`config.mk`:
```
export PLATFORM = sky130hd
export DESIGN_NAME = serial_frame_rx
export DESIGN_NICKNAME = d
export VERILOG_FILES = /design/src/rtl/serial_pkg.sv /design/src/rtl/rx_bit_timer.sv /design/src/rtl/serial_frame_rx.sv
export SDC_FILE = /design/constraint.sdc
export NUM_CORES = 1
export LEC_CHECK = 0
export ABC_CLOCK_PERIOD_IN_PS = 1510
export CAP_MARGIN = 0
export CORE_ASPECT_RATIO = 0.6
export CORE_UTILIZATION = 47
export DETAILED_ROUTE_END_ITERATION = 12
export PLACE_DENSITY_LB_ADDON = 0.1
export SLEW_MARGIN = 30
export SYNTH_ARGS = -nofsm -noshare
export SYNTH_HDL_FRONTEND = slang
export SYNTH_SLANG_ARGS = --single-unit
```
`constraint.sdc`:
```
create_clock -name clk -period 1.51 [get_ports clk]
set_input_delay 0.302 -clock clk [delete_from_list [all_inputs] [get_ports clk]]
set_output_delay 0.302 -clock clk [all_outputs]
set_load 0.005 [all_outputs]
```
`src/rtl/serial_pkg.sv`:
```
// Shared types and helpers for the serial frame receiver.
package serial_pkg;

    // Receiver FSM states.
    typedef enum logic [2:0] {
        ST_IDLE   = 3'd0,
        ST_START  = 3'd1,
        ST_DATA   = 3'd2,
        ST_PARITY = 3'd3,
        ST_STOP   = 3'd4,
        ST_BREAK  = 3'd5
    } rx_state_e;

    // Parity-mode encodings (value of the PARITY_ODD parameter).
    localparam bit PAR_MODE_EVEN = 1'b0;
    localparam bit PAR_MODE_ODD  = 1'b1;

    // Width of the bit timer: it must hold values up to CLKS_PER_BIT-1.
    function automatic int timer_width(input int clks_per_bit);
        if (clks_per_bit <= 2)
            return 1;
        return $clog2(clks_per_bit);
    endfunction

endpackage

```
`src/rtl/rx_bit_timer.sv`:
```
// Loadable down-counter producing the mid-bit sample strobe. After a load
// the strobe fires when the count reaches zero, then every CLKS_PER_BIT
// cycles while run_i stays high.
module rx_bit_timer
    import serial_pkg::*;
#(
    parameter int CLKS_PER_BIT = 4,
    parameter int TW           = timer_width(CLKS_PER_BIT)
) (
    input  logic          clk,
    input  logic          rst,
    input  logic          load_i,
    input  logic [TW-1:0] load_val_i,
    input  logic          run_i,
    output logic          strobe_o
);

    localparam logic [TW-1:0] RELOAD = TW'(CLKS_PER_BIT - 1);

    logic [TW-1:0] cnt_q;
    logic [TW-1:0] cnt_d;

    assign strobe_o = run_i && (cnt_q == '0);

    // Next count: load wins, otherwise count down and wrap to one bit period.
    always_comb begin
        cnt_d = cnt_q;
        if (load_i)
            cnt_d = load_val_i;
        else if (run_i)
            cnt_d = (cnt_q == '0) ? RELOAD : cnt_q - 1'b1;
    end

    // Counter register.
    always_ff @(posedge clk or posedge rst) begin
        if (rst)
            cnt_q <= '0;
        else
            cnt_q <= cnt_d;
    end

endmodule

```
`src/rtl/serial_frame_rx.sv`:
```
// Serial frame receiver: start/data/parity/stop decoding with a one-deep
// VALID/READY output buffer and sticky error flags.
module serial_frame_rx
    import serial_pkg::*;
#(
    parameter int W            = 4,
    parameter int CLKS_PER_BIT = 4,
    parameter bit PARITY_EN    = 1'b1,
    parameter bit PARITY_ODD   = PAR_MODE_EVEN
) (
    input  logic         clk,
    input  logic         CR,
    input  logic         SIN,
    input  logic         READY,
    input  logic         CLR_ERR,
    output logic [W-1:0] DATA,
    output logic         VALID,
    output logic         BUSY,
    output logic         FRAME_ERR,
    output logic         PAR_ERR,
    output logic         OVERRUN
);

    localparam int TW   = timer_width(CLKS_PER_BIT);
    localparam int HALF = CLKS_PER_BIT / 2;
    localparam int CW   = (W <= 1) ? 1 : $clog2(W);
    localparam logic [CW-1:0] LAST_BIT = CW'(W - 1);
    // With a one-cycle bit the start sample is the detecting edge itself,
    // so the first data bit is due one full period later.
    localparam logic [TW-1:0] START_LOAD = (HALF == 0) ? TW'(CLKS_PER_BIT - 1)
                                                       : TW'(HALF - 1);

    rx_state_e state_q;
    rx_state_e state_d;

    logic strobe;
    logic tmr_load;
    logic tmr_run;
    logic samp_data;
    logic samp_par;
    logic samp_stop;

    logic [W-1:0]  shift_q,   shift_d;
    logic [CW-1:0] bit_cnt_q, bit_cnt_d;
    logic          mism_q,    mism_d;
    logic [W-1:0]  data_q,    data_d;
    logic          valid_q,   valid_d;
    logic          ferr_q,    ferr_d;
    logic          perr_q,    perr_d;
    logic          ovr_q,     ovr_d;

    logic deliver;
    logic ferr_set;
    logic perr_set;
    logic ovr_set;

    rx_bit_timer #(
        .CLKS_PER_BIT (CLKS_PER_BIT),
        .TW           (TW)
    ) u_timer (
        .clk        (clk),
        .rst        (CR),
        .load_i     (tmr_load),
        .load_val_i (START_LOAD),
        .run_i      (tmr_run),
        .strobe_o   (strobe)
    );

    // FSM state register.
    always_ff @(posedge clk or posedge CR) begin
        if (CR)
            state_q <= ST_IDLE;
        else
            state_q <= state_d;
    end

    // FSM next-state logic.
    always_comb begin
        state_d = state_q;
        case (state_q)
            ST_IDLE:   if (!SIN) state_d = (HALF == 0) ? ST_DATA : ST_START;
            ST_START:  if (strobe) state_d = SIN ? ST_IDLE : ST_DATA;
            ST_DATA:   if (strobe && (bit_cnt_q == LAST_BIT))
                           state_d = PARITY_EN ? ST_PARITY : ST_STOP;
            ST_PARITY: if (strobe) state_d = ST_STOP;
            ST_STOP:   if (strobe) state_d = SIN ? ST_IDLE : ST_BREAK;
            ST_BREAK:  if (SIN) state_d = ST_IDLE;
            default:   state_d = ST_IDLE;
        endcase
    end

    // FSM outputs: timer control and per-state sample enables.
    always_comb begin
        BUSY      = (state_q != ST_IDLE);
        tmr_load  = (state_q == ST_IDLE) && !SIN;
        tmr_run   = (state_q != ST_IDLE) && (state_q != ST_BREAK);
        samp_data = (state_q == ST_DATA)   && strobe;
        samp_par  = (state_q == ST_PARITY) && strobe;
        samp_stop = (state_q == ST_STOP)   && strobe;
    end

    // Stop-sample outcome: a low stop bit outranks a parity mismatch.
    assign ferr_set = samp_stop && !SIN;
    assign perr_set = samp_stop &&  SIN &&  mism_q;
    assign deliver  = samp_stop &&  SIN && !mism_q;
    assign ovr_set  = deliver && valid_q && !READY;

    // Datapath next-state: shifter, bit count, parity check, buffer, flags.
    always_comb begin
        shift_d   = shift_q;
        bit_cnt_d = bit_cnt_q;
        mism_d    = mism_q;
        data_d    = data_q;
        valid_d   = valid_q;

        if (state_q == ST_IDLE) begin
            bit_cnt_d = '0;
            mism_d    = 1'b0;
        end

        if (samp_data) begin
            shift_d        = shift_q >> 1;
            shift_d[W-1]   = SIN;
            bit_cnt_d      = bit_cnt_q + 1'b1;
        end

        if (samp_par)
            mism_d = (((^shift_q) ^ SIN) != PARITY_ODD);

        if (deliver && (!valid_q || READY)) begin
            data_d  = shift_q;
            valid_d = 1'b1;
        end else if (valid_q && READY) begin
            valid_d = 1'b0;
        end

        ferr_d = ferr_set || (ferr_q && !CLR_ERR);
        perr_d = perr_set || (perr_q && !CLR_ERR);
        ovr_d  = ovr_set  || (ovr_q  && !CLR_ERR);
    end

    // Datapath registers.
    always_ff @(posedge clk or posedge CR) begin
        if (CR) begin
            shift_q   <= '0;
            bit_cnt_q <= '0;
            mism_q    <= 1'b0;
            data_q    <= '0;
            valid_q   <= 1'b0;
            ferr_q    <= 1'b0;
            perr_q    <= 1'b0;
            ovr_q     <= 1'b0;
        end else begin
            shift_q   <= shift_d;
            bit_cnt_q <= bit_cnt_d;
            mism_q    <= mism_d;
            data_q    <= data_d;
            valid_q   <= valid_d;
            ferr_q    <= ferr_d;
            perr_q    <= perr_d;
            ovr_q     <= ovr_d;
        end
    end

    assign DATA      = data_q;
    assign VALID     = valid_q;
    assign FRAME_ERR = ferr_q;
    assign PAR_ERR   = perr_q;
    assign OVERRUN   = ovr_q;

endmodule

```
; Word-level counts from Yosys, hierarchy flattened
; Cells that the tools add are included.
[totals]
reg_bits = 20
in_bits = 5
out_inout_bits = 9
[classes]
add_sub_neg = 2
eq_ne = 13
muxes = 18
n_bitwise = 1
reduce_logical = 36
[ops]
columns = cell, n
row1 = 3-bit two-way mux, 7
row2 = 1-bit logical AND, 18
row3 = 3-bit case mux with 6 select lines, 1
row4 = 2-bit two-way mux, 6
row5 = "2-bit inequality test, second input constant", 6
row6 = 2-bit nonzero test, 4
row7 = "3-bit by 2-bit == test with 1-bit output, second input constant", 2
row8 = "3-bit == test, second input constant", 2
row9 = 6-bit AND reduction, 1
row10 = 1-bit zero test, 5
row11 = 1-bit logical OR, 4
row12 = 1-bit two-way mux, 4
row13 = 4-bit XOR reduction, 1
row14 = "3-bit by 1-bit == test with 1-bit output, second input constant", 1
row15 = 3-bit zero test, 1
row16 = "3-bit inequality test, second input constant", 1
row17 = 3-bit nonzero test, 1
row18 = "2-bit by 1-bit adder with 2-bit output, second input constant", 1
row19 = "2-bit == test, second input constant", 1
row20 = 2-bit zero test, 1
row21 = "2-bit by 1-bit subtractor with 2-bit output, second input constant", 1
row22 = 1-bit XOR, 1

; Logic depth before layout (Yosys ltp)
; Gate-level depths: netlist of run 1.
[logic_depth]
depth_word = 9
mapped_depth = 7
mapped_depth_nobuf = 5

; By module
; A second synthesis of run 1 with hierarchy kept.
[hier_totals]
hier_cells = 93
area_unflattened_um2 = 1026.0
[by_module_without_submodules]
columns = module, n_inst, cells_each, area_each_um2
row1 = serial_frame_rx, 1, 79, 900.9
row2 = rx_bit_timer, 1, 14, 125.1

; Least setup slack after synthesis of run 1
; OpenSTA, ideal clock, no wires.
[synth_path]
path_type = register to register
from = register u_timer.cnt_q[0]
to = register shift_q[0]
arrival_ns = 1.395
required_ns = 1.385
setup_slack_ns = -0.009
path_stages_with_launch = 7
n_path_buf = 2
period_less_slack_ns = 1.519
path_cell_list = dfrtp_1 > inv_1 > ha_1 > buf_4 > and4bb_2 > buf_2 > mux2_2
[synth_via]
elab_chain_len = 3
[synth_rtl]
columns = item, line
row1 = from (decl), rx_bit_timer.sv:20  ; logic [TW-1:0] cnt_q;
row2 = from (signal assigned), rx_bit_timer.sv:39  ; cnt_q <= cnt_d;
row3 = 2-bit zero test, rx_bit_timer.sv:23  ; assign strobe_o = run_i && (cnt_q == '0);
row4 = 1-bit logical AND, rx_bit_timer.sv:23
row5 = 1-bit logical AND, serial_frame_rx.sv:97  ; samp_data = (state_q == ST_DATA) && strobe;
row6 = to (signal assigned), serial_frame_rx.sv:154  ; shift_q <= shift_d;
row7 = to (decl), serial_frame_rx.sv:43  ; logic [W-1:0] shift_q, shift_d;
; Every way passes these cells.
; A chain may end at the register's enable or synchronous reset.

; Worst setup path after layout of run 1
[layout_path]
from = register state_q[1]
to = output port BUSY
[layout_via]
elab_chain_len = 1
[layout_rtl]
columns = item, line
row1 = from (decl), serial_frame_rx.sv:33  ; rx_state_e state_q;
row2 = from (signal assigned), serial_frame_rx.sv:74  ; state_q <= state_d;
row3 = 3-bit nonzero test, serial_frame_rx.sv:94  ; BUSY = (state_q != ST_IDLE);
row4 = to (decl), serial_frame_rx.sv:18  ; output logic BUSY,
; Every way passes these cells.

==> key figures, run 1 <==
Worst setup path
  • Critical setup path kind: flip-flop to output pin
  • CP Data Arrival Time: 1.16 ns
  • Critical path's top delay family: simple AND/OR/NAND/NOR gates
  • Nature of the critical path startpoint: flip-flop
  • Critical-path cell list: or3_4, buf_2
  • Buf+Inv Stages, Crit Path: 1
  • CP Data Required Time: around 1.2 ns
  • CP max FO: 2
  • Slowest-stage cell, CP: or3_4
  • Crit path largest cell delay: around 0.4 ns
  • Critical Path Sink Type: output pin

Placement
  • Routability Congestion: between 0.7 and 0.8
  • Post-DP HPWL: 1350 um
  • Dpl cells: 136
  • Setup WS pre-CTS: -0.0462 ns
  • Input/output buffers: 13

Timing
  • Slew margin rel.: between 80% and 90%
  • Min Tclk post-route: 1.46 ns
  • RSZ-0062 raised after global routing: false
  • Actual slew at the worst max-slew pin: 0.254 ns
  • Fin. Hold Viols: 0
  • Clock Skews: between 0.004 and 0.005 ns
  • Max Clk Rate: ~680 MHz
  • PnR worst setup slack: between 0.04 and 0.05 ns
  • Max Slew Vio Count: 0
  • # setup viols final: 0
  • Final setup TNS: 0 ns
  • Final period util: between 90% and 100%

Synthesis
  • Syn Inst Count: 91
  • YS warnings: 0
  • Flops & latches, synth: 20
  • Post-synth ARST share: between 90% and 100%
  • Number of synthesized flops with an enable pin: 0
  • Synth Flop Type: dfrtp_1
  • Seq/Total Area, Yosys: 48.1%
  • Mean Syn Cell Area: ~11 um^2
  • Post-synth cell types: 32
  • Post-Syn Nets: 98
  • Mapped Area: approximately 0.0010 mm^2

Route
  • Drt drc: 0
  • Initial DRC Count: 24
  • Antenna-violating nets left: 0
  • Drt pass-1 iters: 4
  • Drt total wl: around 1900 um
  • Avg WL per Cell: roughly 14 um
  • Drt via density: ~5.3
  • DR vias: about 760

GRT
  • Congestion Overflow GR: 0
  • Global Route Usage Sum: roughly 18%
  • First-pass GRT wire length: roughly 3100 um
  • Largest net degree at the start of global routing: 21
  • Number of global-route vias before repair: just under 700
  • Initial antenna violation count: 0

Cells and area
  • Final core occ: ~68%
  • Layout cells sized above 1: between 20% and 30%
  • ANT cells: 0
  • Synth-to-layout area growth: 29.1%
  • Non-filler cells, final: 143
  • Nets@finish: ~120

CTS
  • CTS buffer count: 3
  • Root buffer cell: clkbuf_8
  • H-tree depth: 1
  • Clk sinks: 20
  • CTS tree: built
  • Clk_lat worst skew: 0.26 ns
  • # hold bufs at CTS: 0
  • Reg clk slew, reported paths: 0.07 ns
  • CTS max path bufs: 2

Floorplan
  • DIE AREA: ~0.0024 mm^2
  • Starting Density: 52.9%
  • Row Count: 12
  • Num ports: 14
  • Die Ht: around 38 um
  • Die width: about 63 um
  • Core area: ~0.0020 mm^2

Hold path
  • Worst hold path class: primary input to asynchronous set/reset pin

Power
  • Worst VDD drop: between 900 and 1000 uV
  • Lkg Pwr: slightly above 0.6 nW
  • PD cells: between 1500 and 2000 mW/mm^2
  • Total Power: 2.16 mW

Run status
  • Outcome: finished, final reports clean

Job
  • Max cap viols: 0
## worst reg2reg max path: cells and delay by family, from the launching register on
family        cells  cell delay [ns]
flops             1             0.38
simple gates      2             0.49
mux               1             0.30
buf+inv           1             0.17
## cell type report
class	instances	area, um^2
flip-flops and latches	20	500
inverters	7	26.3
multi-input cells	58	503
well taps	28	35.0
fillers	156	624
repair buffers	26	223
clock buffers	4	55.1
## metal layers
| metal | share of wire [%] | track usage [%] | up-vias | wire (um) |
|---|---|---|---|---|
| met1 | 51 | 24.3 | 362 | 983 |
| li1 | - | - | 368 | - |
| met4 | 1.3 | 5.23 | 0 | 25 |
| met5 | 0 | 0 | - | 0 |
| met3 | 7.0 | 6.55 | 6 | 135 |
| met2 | 41 | 27.2 | 27 | 793 |
## logic make-up (layout without fill, tap and decap cells)
| logic type | count (synthesis) | in the layout | synth area share [%] |
|---|---|---|---|
| AND/OR/NAND/NOR | 27 | 27 | 17.8 |
| flip-flops | 20 | 20 | 48.1 |
| AO/OA/AOI/OAI | 16 | 16 | 11.4 |
| buffers and inverters | 13 | 37 | 5.78 |
| multiplexers | 10 | 10 | 10.6 |
| XOR/XNOR | 3 | 3 | 3.85 |
| adder cells (fa/ha/maj) | 2 | 2 | 2.41 |
## path summary, 6_finish.rpt
kind                                        start                      to  slack, ns  cells past startpoint
setup / recovery           state_q[1]$_DFFE_PP0P_                    BUSY       0.05                      2
hold / removal                                 CR  shift_q[0]$_DFFE_PP0P_       0.36                      3
setup reg to reg           state_q[1]$_DFFE_PP0P_     DATA[1]$_DFFE_PP0P_       0.06                      4
hold reg to reg                 OVERRUN$_DFF_PP0_       OVERRUN$_DFF_PP0_       0.48                      1
max in group asynchronous                      CR       OVERRUN$_DFF_PP0_       0.94                      3
min in group clk                OVERRUN$_DFF_PP0_       OVERRUN$_DFF_PP0_       0.48                      1
## stage by stage
step                instance area (um^2)  hold slack [ns]
floorplan                           1040            0.266
global placement                    1250            0.470
detailed placement                  1250            0.472
CTS                                 1310            0.370
global route                        1340            0.379
finish                              1340            0.358
## cells in the mapped netlist (all sizes together) (2+ instances only)
library cell,instances,area share (%)
mux2,8,8.7
inv,7,2.5
nand2,6,2.2
o2bb2ai,3,2.5
nor2,6,2.2
mux2i,2,1.9
ha,2,2.4
nand3b,2,1.4
and4bb,2,2.8
a221oi,2,1.7
and3b,2,1.7
xnor2,2,1.7
dfrtp,20,48
buf,5,2.9
nand2b,3,1.8
a21oi,2,0.96
o21ai,4,1.9
## report_power, final
part	leakage, nW	internal [mW]	switching (mW)
combinational	0.324	0.540	0.433
clock	0.0288	0.232	0.171
sequential	0.268	0.670	0.117
total	0.621	1.44	0.721
## registers in the layout, indices dropped and copies added (netlist names)
register	count
PAR_ERR	1
OVERRUN	1
bit_cnt_q	2
shift_q	4
DATA	4
VALID	1
state_q	3
u_timer.cnt_q	2
mism_q	1
FRAME_ERR	1
## timing repair
action,4_1_cts,5_1_grt
gates cloned,0,0
resized for setup,6,4
pin swaps,1,1
setup buffers,1,2
endpoints found under the setup margin,4,9
## placed cells by master, fill, tap and decap left out, types with 2 or more instances in the layout
cell,netlist,layout
nand2b_1,3,3
nand3b_1,2,2
clkdlybuf4s50_1,0,12
inv_1,7,5
a21oi_1,2,2
nand2_1,6,6
clkbuf_8,0,4
o21ai_0,4,4
mux2i_1,2,2
mux2_2,8,8
dfrtp_1,20,20
nor2_1,6,6
buf_4,2,13
and3b_1,2,2
inv_2,0,2
xnor2_1,2,2
o2bb2ai_1,3,3
Note: power is estimated with default switching activity, not from simulation.
==> run 2: changes to the inputs <==
Settings changed: CTS_BUF_LIST from default to sky130_fd_sc_hd__clkbuf_8 sky130_fd_sc_hd__clkbuf_16.
==> results of run 2 <==
Same layout as run 1: the final DEF is identical, and so are final timing and power.
